[src/rtl/register_file_stage.sv]
// Register-read pipeline stage: reads two operands, registers the ALU bundle, takes ALU writeback.
// Optional same-cycle writeback forwarding is enabled by defining REGFILE_BYPASS_EN.

package InstructionSetPkg;
    localparam int DataWidth      = 16;
    localparam int ImmediateWidth = 8;

    typedef enum logic [3:0] {
        OP_NOP = 4'd0,
        OP_ADD = 4'd1,
        OP_SUB = 4'd2,
        OP_AND = 4'd3,
        OP_OR  = 4'd4,
        OP_XOR = 4'd5,
        OP_SHL = 4'd6,
        OP_SHR = 4'd7,
        OP_MOV = 4'd8,
        OP_LDI = 4'd9
    } eOperation;

    typedef struct packed {
        logic zero;
        logic negative;
        logic carry;
        logic overflow;
    } sFlags;
endpackage

module register_file_stage #(
    parameter int DataWidth      = InstructionSetPkg::DataWidth,
    parameter int ImmediateWidth = InstructionSetPkg::ImmediateWidth,
    parameter int RegCount       = 8,
    localparam int AddrWidth     = (RegCount > 1) ? $clog2(RegCount) : 1
) (
    input  logic                              Clock,
    input  logic                              nReset,
    input  logic                              InValid,
    output logic                              InReady,
    input  InstructionSetPkg::eOperation      InOperation,
    input  logic [AddrWidth-1:0]              InSrcSel,
    input  logic [AddrWidth-1:0]              InDestSel,
    input  logic [ImmediateWidth-1:0]         InImmField,
    output logic                              OutValid,
    input  logic                              OutReady,
    output InstructionSetPkg::eOperation      Operation,
    output logic signed [DataWidth-1:0]       Src,
    output logic signed [DataWidth-1:0]       Dest,
    output logic signed [ImmediateWidth-1:0]  Imm,
    output logic [AddrWidth-1:0]              DestSel,
    output InstructionSetPkg::sFlags          Flags,
    input  logic                              WbValid,
    input  logic [AddrWidth-1:0]              WbSel,
    input  logic [DataWidth-1:0]              WbData,
    input  InstructionSetPkg::sFlags          WbFlags
);

    logic signed [DataWidth-1:0] regs_r [RegCount];
    InstructionSetPkg::sFlags    flags_r;

    logic                        accept_s;
    logic                        wb_in_range_s;
    logic signed [DataWidth-1:0] src_read_s;
    logic signed [DataWidth-1:0] dest_read_s;

    assign InReady       = !OutValid || OutReady;
    assign accept_s      = InValid && InReady;
    // Writes to a non-existent register are dropped and must never be forwarded either.
    assign wb_in_range_s = ({1'b0, WbSel} < (AddrWidth + 1)'(RegCount));

    // Operand read mux with optional forwarding of the same-cycle writeback.
    always_comb begin
        src_read_s  = '0;
        dest_read_s = '0;
        for (int i = 0; i < RegCount; i++) begin
            src_read_s  = (InSrcSel  == AddrWidth'(i)) ? regs_r[i] : src_read_s;
            dest_read_s = (InDestSel == AddrWidth'(i)) ? regs_r[i] : dest_read_s;
        end
`ifdef REGFILE_BYPASS_EN
        if (WbValid && wb_in_range_s && (InSrcSel == WbSel)) begin
            src_read_s = WbData;
        end else begin
            src_read_s = src_read_s;
        end
        if (WbValid && wb_in_range_s && (InDestSel == WbSel)) begin
            dest_read_s = WbData;
        end else begin
            dest_read_s = dest_read_s;
        end
`endif
    end

`ifdef REGFILE_BYPASS_EN
    assign Flags = WbValid ? WbFlags : flags_r;
`else
    assign Flags = flags_r;
`endif

    // Register file and flag register: reset clear, then ALU writeback.
    always_ff @(posedge Clock) begin
        if (!nReset) begin
            for (int i = 0; i < RegCount; i++) begin
                regs_r[i] <= '0;
            end
            flags_r <= '0;
        end else if (WbValid) begin
            for (int i = 0; i < RegCount; i++) begin
                if (wb_in_range_s && (WbSel == AddrWidth'(i))) begin
                    regs_r[i] <= WbData;
                end else begin
                    regs_r[i] <= regs_r[i];
                end
            end
            flags_r <= WbFlags;
        end else begin
            flags_r <= flags_r;
        end
    end

    // Operand bundle register: loads on accept, holds while stalled, drains on consume.
    always_ff @(posedge Clock) begin
        if (!nReset) begin
            OutValid  <= 1'b0;
            Operation <= InstructionSetPkg::OP_NOP;
            Src       <= '0;
            Dest      <= '0;
            Imm       <= '0;
            DestSel   <= '0;
        end else if (accept_s) begin
            OutValid  <= 1'b1;
            Operation <= InOperation;
            Src       <= src_read_s;
            Dest      <= dest_read_s;
            Imm       <= InImmField;
            DestSel   <= InDestSel;
        end else if (OutValid && OutReady) begin
            OutValid  <= 1'b0;
        end else begin
            OutValid  <= OutValid;
        end
    end

endmodule

[config.mk]
export PLATFORM = sky130hd
export DESIGN_NAME = register_file_stage
export DESIGN_NICKNAME = d
export VERILOG_FILES = /design/src/rtl/register_file_stage.sv
export SDC_FILE = /design/constraint.sdc
export NUM_CORES = 1
export LEC_CHECK = 0
export ABC_AREA = 1
export ABC_CLOCK_PERIOD_IN_PS = 3700
export CORE_MARGIN = 2
export CORE_UTILIZATION = 56
export CTS_CLUSTER_DIAMETER = 40
export DETAILED_ROUTE_END_ITERATION = 7
export PLACE_DENSITY = 0.8
export SLEW_MARGIN = 40
export SYNTH_ARGS = -nofsm -noshare
export SYNTH_HDL_FRONTEND = slang
export SYNTH_SLANG_ARGS = --single-unit
export TNS_END_PERCENT = 1
[constraint.sdc]
create_clock -name Clock -period 3.7 [get_ports Clock]
set_input_delay 0.555 -clock Clock [delete_from_list [all_inputs] [get_ports Clock]]
set_output_delay 0.555 -clock Clock [all_outputs]
set_load 0.1 [all_outputs]
==> results.ini, run 1 <==
[grt]
antenna_found_initial=0
grt_pass1_wl_um=35210
overflow=0
grtUsageTotal_pct=29.10
grt_start_max_net_pins=52
grt_pass1_vias=6984

[synthesis]
synth_top_cell_area_share_pct=46.62
synth_cell_types=24
ys_seq_area_share_pct=59.25
synth.area.top_cells=edfxtp_1 47%, dfxtp_1 13%, nand2_1 7.7%
syn_area_per_cell_sq_um=8.913
synth_top_cell_by_area=edfxtp_1
syn_area_sq_um=8244
syn_nets=971
synth-seq-cells=180
yosysWarnings=0
syn_inst=925

[sta]
fin_crit_sh_pct=64.27
rsz0062_at_grt=false
slew_headroom_pct=47.64
setup_viol=0
tightest_slew_ps=782.8
fmax_mhz=420.5
final.setup.tns_ps=0
fin_worst_skew_ps=9.547
fin_crit_ps=2378
slew_violations=0
finalHoldViolCount=0

[setup_path]
critPathSlowestCell=clkdlybuf4s50_1
arrival_ps=2730
cp-startpoint=InSrcSel[1]
r2r-start=OutValid$_SDFFE_PN0P_
path_max_fanout=15
required_ps=4060
cpMostUsedCell=nand2_1
max_stage_delay_ps=560
crit_chain=clkdlybuf4s50_1 > inv_1 > nand3_1 > inv_2 > nand2_1 > nand2_1 > inv_1 > nand4_1 > nand2_1 > a21oi_1
crit_buf_inv=4
crit_path_end_kind=register
crit_family=buffers and inverters
critPathKind=primary input to register
start_kind=primary input

[place]
finalWeightedCongestion=0.8918
dpl.cell_count=1174
numPortBuffers=98
hpwl_um=14730

[worst_hold_path]
worstHoldStart=Flags[2]$_SDFFE_PN0P_
hold_class=register to register

[floorplan]
die-area_sq_um=15710
die_width_um=125.3
start_util_pct=56.94
pin_count=99
fp.dieH_um=125.3
rows=44
fp.coreArea_sq_um=14480

[finish]
nets=1055
fin_cells=1206
mostFrequentLayoutCells=169 x nand2_1, 130 x nor2_1, 128 x edfxtp_1
utilization_pct=67.03
drive_gt1_share_pct=12.52
syn_to_final_growth_pct=17.73
insertedDiodeCount=0
layout_commonest_cell=nand2_1
fill_cells=1115

[cts]
cts_setup_buffers=0
cts-buffers-inserted=17
h-tree-depth=4
cts_tree=done
cts_resized=0
root_buffer=clkbuf_16
cts_sinks=180
clock_latency_ps=430
max-clock-path-buffers=2
postCtsHoldBufs=0
path_clk_slew_ps=60

[detailed_routing]
via_per_inst=5.885
wl_per_cell_um=18.77
vias=7097
drc=0
antenna_left=0
totalWireLength_um=22640
first_pass_iters=8
drt_iter0_markers=962

[power]
p_leak_uw=0.004059
vdd_drop_max_mv=0.3692
p_per_area_nw_per_um2=521.7
power_uw=5063

[job]
drv_cap=0

[run_status]
outcome=finished, final reports clean

[final cells by class]
class / instances / area (sq um) / share of cell area (%)
Inverter: 96 / 362.8 / 3.739
Clock inverter: 10 / 92.59 / 0.9540
Timing Repair Buffer: 122 / 898.4 / 9.256
Clock buffer: 22 / 486.7 / 5.015
Sequential cell: 180 / 4885 / 50.33
Multi-Input combinational cell: 592 / 2750 / 28.34
Tap cell: 184 / 230.2 / 2.372
[power breakdown]
part | internal, uW | switching, uW | total (uW)
sequential | 2330 | 81.4 | 2410
combinational | 194 | 679 | 872
clock | 1010 | 766 | 1780
total | 3540 | 1530 | 5060
[final timing paths]
check | to | slack (ps) | depth (start not counted)
setup / recovery | Src[15]$_SDFFE_PN0P_ | 1320 | 10
setup reg to reg | DestSel[0]$_SDFFE_PN0P_ | 2030 | 6
hold / removal | Flags[2]$_SDFFE_PN0P_ | 450 | 2
hold reg to reg | Flags[2]$_SDFFE_PN0P_ | 450 | 2
[worst reg2reg max path: cells and delay by family (launching register included)]
family	cells	cell delay (ps)
AO/OA/AOI/OAI	2	530
buffers and inverters	2	560
AND/OR/NAND/NOR	2	180
flip-flops	1	310
[synthesized netlist by cell type (all sizes together)]
cell type  number
or2             3
nand4          85
edfxtp        128
clkbuf         28
nor3            8
nand2         170
a21oi          96
nor2          131
clkinv          2
o21ai          35
buf            29
dfxtp          52
nand3          64
inv            94
[layer usage]
layer  up-vias  routed length (um)  GRT usage (%)  share of wire [%]
li1       3326                   -              -                  -
met1      3261                8264          34.23                 37
met2       417               11370          49.39                 50
met3        93                1664          4.579                7.4
met4         0                1336          19.54                5.9
met5         -                   0              0                  0
[sequential cells by signal, indices dropped and copies added, names as in the netlist]
signal and cells:
Dest 16, DestSel 3, Flags 4, Imm 8, Operation 4, OutValid 1, Src 16, regs_r 128
[through the flow]
stage                     cell area (sq um)  hold WS (ps)  worst slack (ps)
final                                  9706         453.1              1322
after global routing                   9706         481.6              1223
after CTS                              9706         454.5              1380
after detailed placement               9126         442.3             954.1
after global placement                 9387         443.2             979.0
after floorplan                        8244         532.6             842.4
[kinds of logic after synthesis]
group / Yosys count / share of synthesized area [%]
AO/OA/AOI/OAI: 131 / 7.953
buffers and inverters: 153 / 7.498
flip-flops: 180 / 59.25
AND/OR/NAND/NOR: 461 / 25.30
Power figures use the tool's default switching activity.
==> inputs of run 2 (changes only) <==
- ABC_CLOCK_PERIOD_IN_PS: 3700 -> 2100
- CORE_UTILIZATION: 56 -> 51
- PLACE_DENSITY: 0.8 -> 0.77
- clock period: 3.7 -> 2.1 ns (I/O delays scaled with it)
==> run 2 against run 1 <==
Design area grew 5.3%. Flip-flop and latch count is the same. Die area increased by 9.5%. Largest cell class unchanged. Critical path depth shrank 2. Highest routed layer unchanged. Critical endpoint is now Dest[11]$_SDFFE_PN0P_. Combinational power is 90% higher. Final cell count is 5.1% higher. Clock skew decreased by 1.2 ps. Global-route usage fell by 0.96 points. Sequential share of layout area fell by 2.5 points. Worst hold slack got worse by 9.7 ps.
==> results.ini, run 2 (synthesis results as in run 1) <==
[power]
power_uw=9007
vdd_drop_max_mv=0.6306
p_per_area_nw_per_um2=880.9
p_leak_uw=0.004246

[setup_path]
crit_path_end_kind=register
r2r_cells=6
critPathKind=primary input to register
path_max_fanout=14
required_ps=2460
arrival_ps=2190
start_kind=primary input

[sta]
finalHoldViolCount=0
rsz0062_at_grt=false
tightest_slew_ps=761.1
setup_viol=0
setup_ws_ps=269.4
slew_headroom_pct=49.20
fin_worst_skew_ps=8.331
holdWs_ps=443.4
final.setup.tns_ps=0
fin_crit_sh_pct=87.17
fmax_mhz=546.3
fin_crit_ps=1831
slew_violations=0

[place]
hpwl_um=16200
finalWeightedCongestion=0.9206
dpl.cell_count=1235
post-place-ws_ps=-126.2
numPortBuffers=98

[finish]
layout_commonest_cell=nand2_1
regMostFlops=regs_r
fin_cells=1267
insertedDiodeCount=0
largest_reg_flops=128
mostFrequentLayoutCells=168 x nand2_1, 129 x nor2_1, 128 x edfxtp_1
top_regs=regs_r (128), Dest (16), Src (16)
syn_to_final_growth_pct=24.02
drive_gt1_share_pct=15.51
nets=1084

[grt]
overflow=0
grt_busiest_layer=met2
grt_start_max_net_pins=52
met1_usage_pct=35.66
grtUsageTotal_pct=28.15
grt_pass1_vias=7035
grt_use_met3_pct=6.134
grt_use_met2_pct=47.43
grt_pass1_wl_um=37450
antenna_found_initial=0

[cts]
clock_latency_ps=440
root_buffer=clkbuf_16
cts_sinks=180
h-tree-depth=4
postCtsHoldBufs=0
cts_resized=0
cts_tree=done
path_clk_slew_ps=70
cts-buffers-inserted=17
max-clock-path-buffers=2
cts_setup_buffers=0

[detailed_routing]
via_per_inst=5.775
antenna_left=0
wl_per_cell_um=18.77
totalWireLength_um=23780
drt_iter0_markers=1007
drc=0
vias=7317
first_pass_iters=6

[floorplan]
start_util_pct=52.09
die-area_sq_um=17200
pin_count=99
die_width_um=131.1
fp.coreArea_sq_um=15830
rows=46
fp.dieH_um=131.1

[job]
drv_cap=0

[worst_hold_path]
hold_class=primary input to register
holdPathStages=3

[run_status]
outcome=finished, final reports clean

[run 2: changes by cell type in the layout (fill, tap and decap cells not counted), sizes merged]
cell,before,now
buf,77,106
bufinv,1,0
clkbuf,22,20
clkinvlp,1,3
inv,99,100
[run 2: path summary, 6_finish.rpt]
path,startpoint,end,slack [ps]
worst max-delay path,InDestSel[0],Dest[11]$_SDFFE_PN0P_,270
worst min-delay path,WbFlags[1],Flags[1]$_SDFFE_PN0P_,440
worst max register to register,OutValid$_SDFFE_PN0P_,Src[0]$_SDFFE_PN0P_,800
worst min register to register,Flags[3]$_SDFFE_PN0P_,Flags[3]$_SDFFE_PN0P_,460
[run 2: through the flow]
stage / utilization (%) / cell area [sq um]
3_5_place_dp: 60.94 / 9646
4_1_cts: 64.60 / 10220
5_1_grt: 64.60 / 10220
2_1_floorplan: - / 8248
6_report: 64.60 / 10220
3_3_place_gp: 60.92 / 9643
[run 2: per-layer routing]
layer / wire (um) / part of all wire [%]
met3: 2359 / 9.9
met4: 735 / 3.1
met1: 9172 / 39
met2: 11510 / 48
met5: 0 / 0
[run 2: critical path, stage by stage]
cell and delay (ps):
clkdlybuf4s50_1 550, nor2_2 670, nand3_1 170, nand3_1 140, nor2_1 60, nand4_1 70
nand2_1 80, a21oi_1 140
[run 2: final cells by class]
type / instances / area [sq um]
multi-input combinational: 592 / 2755
clock inverter: 12 / 90.09
clock buffer: 20 / 489.2
inverter: 96 / 362.8
tap: 216 / 270.3
sequential: 180 / 4886
timing repair buffer: 151 / 1371
fill: 1246 / 5603
[run 2: power breakdown]
group / internal (uW) / total (uW) / leakage, uW / switching (uW)
logic: 442 / 1660 / 0.00230 / 1220
clock network: 1700 / 3090 / 0.000281 / 1390
registers: 4110 / 4260 / 0.00167 / 149
==> patch (config.mk and constraints of run 1) <==
Register the output `Flags` once more; this adds one clock of latency there. The other outputs are not delayed to match.
--- a/src/rtl/register_file_stage.sv
+++ b/src/rtl/register_file_stage.sv
@@ -92,7 +92,9 @@
 `ifdef REGFILE_BYPASS_EN
     assign Flags = WbValid ? WbFlags : flags_r;
 `else
-    assign Flags = flags_r;
+    always_ff @(posedge Clock) begin
+        Flags <= flags_r;
+    end
 `endif
 
     // Register file and flag register: reset clear, then ALU writeback.
Formal check against the unedited RTL: not equivalent (a bounded check fails within 4 cycles, from zero or initial values and one cycle with nReset low).
==> patch against run 1 <==
Total power is 0.73% higher; setup slack worse by 370 ps; wire length is 2.9% higher; area after synthesis is 0.97% higher; register-to-register slack better by 50 ps; synthesized cell count is 0.43% higher; utilization is 0.065 points higher; cell area is 0.48% higher; sequential cell count is 4 higher; clock skew is 1.2 ps lower.
==> patch: results (changes against run 1) <==
DRT Pass-1 Iters - 5 (was 8)
Area after DPL - 9180 µm² (was 9130 µm²)
Synth Area in Compound Gates - 0.0788 (was 0.0795)
met2 Track Usage GR - 0.524 (was 0.494)
post-synthesis adder-cell area fraction - 0 (unchanged)
final RePlAce weighted congestion - 0.887 (was 0.892)
Synth Instances - 929 (was 925)
worst stage delay on the critical path - 610 ps (was 560 ps)
post-DP HPWL - 15000 µm (was 14700 µm)
routed wire length - 23300 µm (was 22600 µm)
Post-Layout Cell Count - 1206 (unchanged)
Power Dens Cells - 523 nW/µm² (was 522 nW/µm²)
VDD IR-drop max - 384 µV (was 369 µV)
Seq/Total Area, Yosys - 0.596 (was 0.593)
fill count - 1140 (was 1115)
leakage - 4.07 nW (was 4.06 nW)
main area contributors after synthesis - edfxtp_1 46%, dfxtp_1 13%, nand2_1 7.7% (was edfxtp_1 47%, dfxtp_1 13%, nand2_1 7.7%)
Comb. pwr - 0.000870 W (was 0.000872 W)
clk slew on worst S/H paths - 80 ps (was 60 ps)
metal2 WL - 12200 µm (was 11400 µm)
commonest cells in the netlist - 170 x nand2_1, 130 x nor2_1, 128 x edfxtp_1 (unchanged)
Max Fanout on Critical Path - 40 (was 15)
gr usage total - 0.297 (was 0.291)
Worst R2R Path Depth - 5 (was 6)
Area Growth Syn to Fin - 17.2% (was 17.7%)
switch share - 0.315 (was 0.301)
top sig layer - met4 (unchanged)
met3 WL - 1880 µm (was 1660 µm)
ratio of cells with drive above 1 in the final layout - 0.124 (was 0.125)
pre-CTS WS - 694 ps (was 954 ps)
PostCTS Resize Cnt - 0 (unchanged)
WHS - 353 ps (was 453 ps)
routed vias - 7221 (was 7097)
met3 Use GR - 0.0510 (was 0.0458)
Final Skew - 8.32 ps (was 9.55 ps)
Synthesized Nets - 975 (was 971)
cts bufs inserted - 17 (unchanged)
outcome - completed (unchanged)
first-pass GRT wire length - 36200 µm (was 35200 µm)
initial DRC count - 1043 (was 962)
Hold Crit Start - flags_r[3] (was Flags[2])
worst reg2reg setup slack - 2080 ps (was 2030 ps)
met1 WL - 8090 µm (was 8260 µm)
WHS Path Cells - 0 (was 2)
CP arrival - 3120 ps (was 2730 ps)
clk root buf - clkbuf_16 (unchanged)
vias in the first global route - 6973 (was 6984)
Worst slew margin - 0.431 (was 0.476)
asr flop ratio synth - 0 (unchanged)
Hold EP - Flags[3] (was Flags[2])
CP max stage cell - nand3_1 (was clkdlybuf4s50_1)
maximum number of pins on one net before global-route repair - 60 (was 52)
Worst R2R End - Src[6] (was DestSel[0])
global-route track usage on met1 - 0.349 (was 0.342)
==> patch: changes by cell type after synthesis, sizes merged <==
cell	change
dfxtp	+4
==> patch: worst max path at each step <==
stage                 from       to  slack [ps]  depth (start not counted)
6_report       InSrcSel[2]   Src[5]         960                          8
2_1_floorplan     OutValid   Src[0]         840                          6
3_5_place_dp   InSrcSel[2]   Src[5]         690                          8
3_3_place_gp   InSrcSel[2]   Src[5]         700                          8
4_1_cts        InSrcSel[2]   Src[5]        1050                          8
5_1_grt        InSrcSel[2]  Src[15]         840                          8
==> patch: area by class of cell <==
cell class / instances / share of cell area
Tap cell: 184 / 0.0236
Multi-Input combinational cell: 592 / 0.282
Timing Repair Buffer: 118 / 0.0890
Sequential cell: 184 / 0.509
Inverter: 96 / 0.0372
Clock inverter: 14 / 0.0128
Clock buffer: 18 / 0.0462
==> patch: cells by family (layout without fill, tap and decap cells) <==
kind of cell	count (synthesis)	count (layout)
buffers and inverters	153	246
AOI/OAI and AO/OA	131	131
and+or+nand+nor	461	461
DFF	184	184
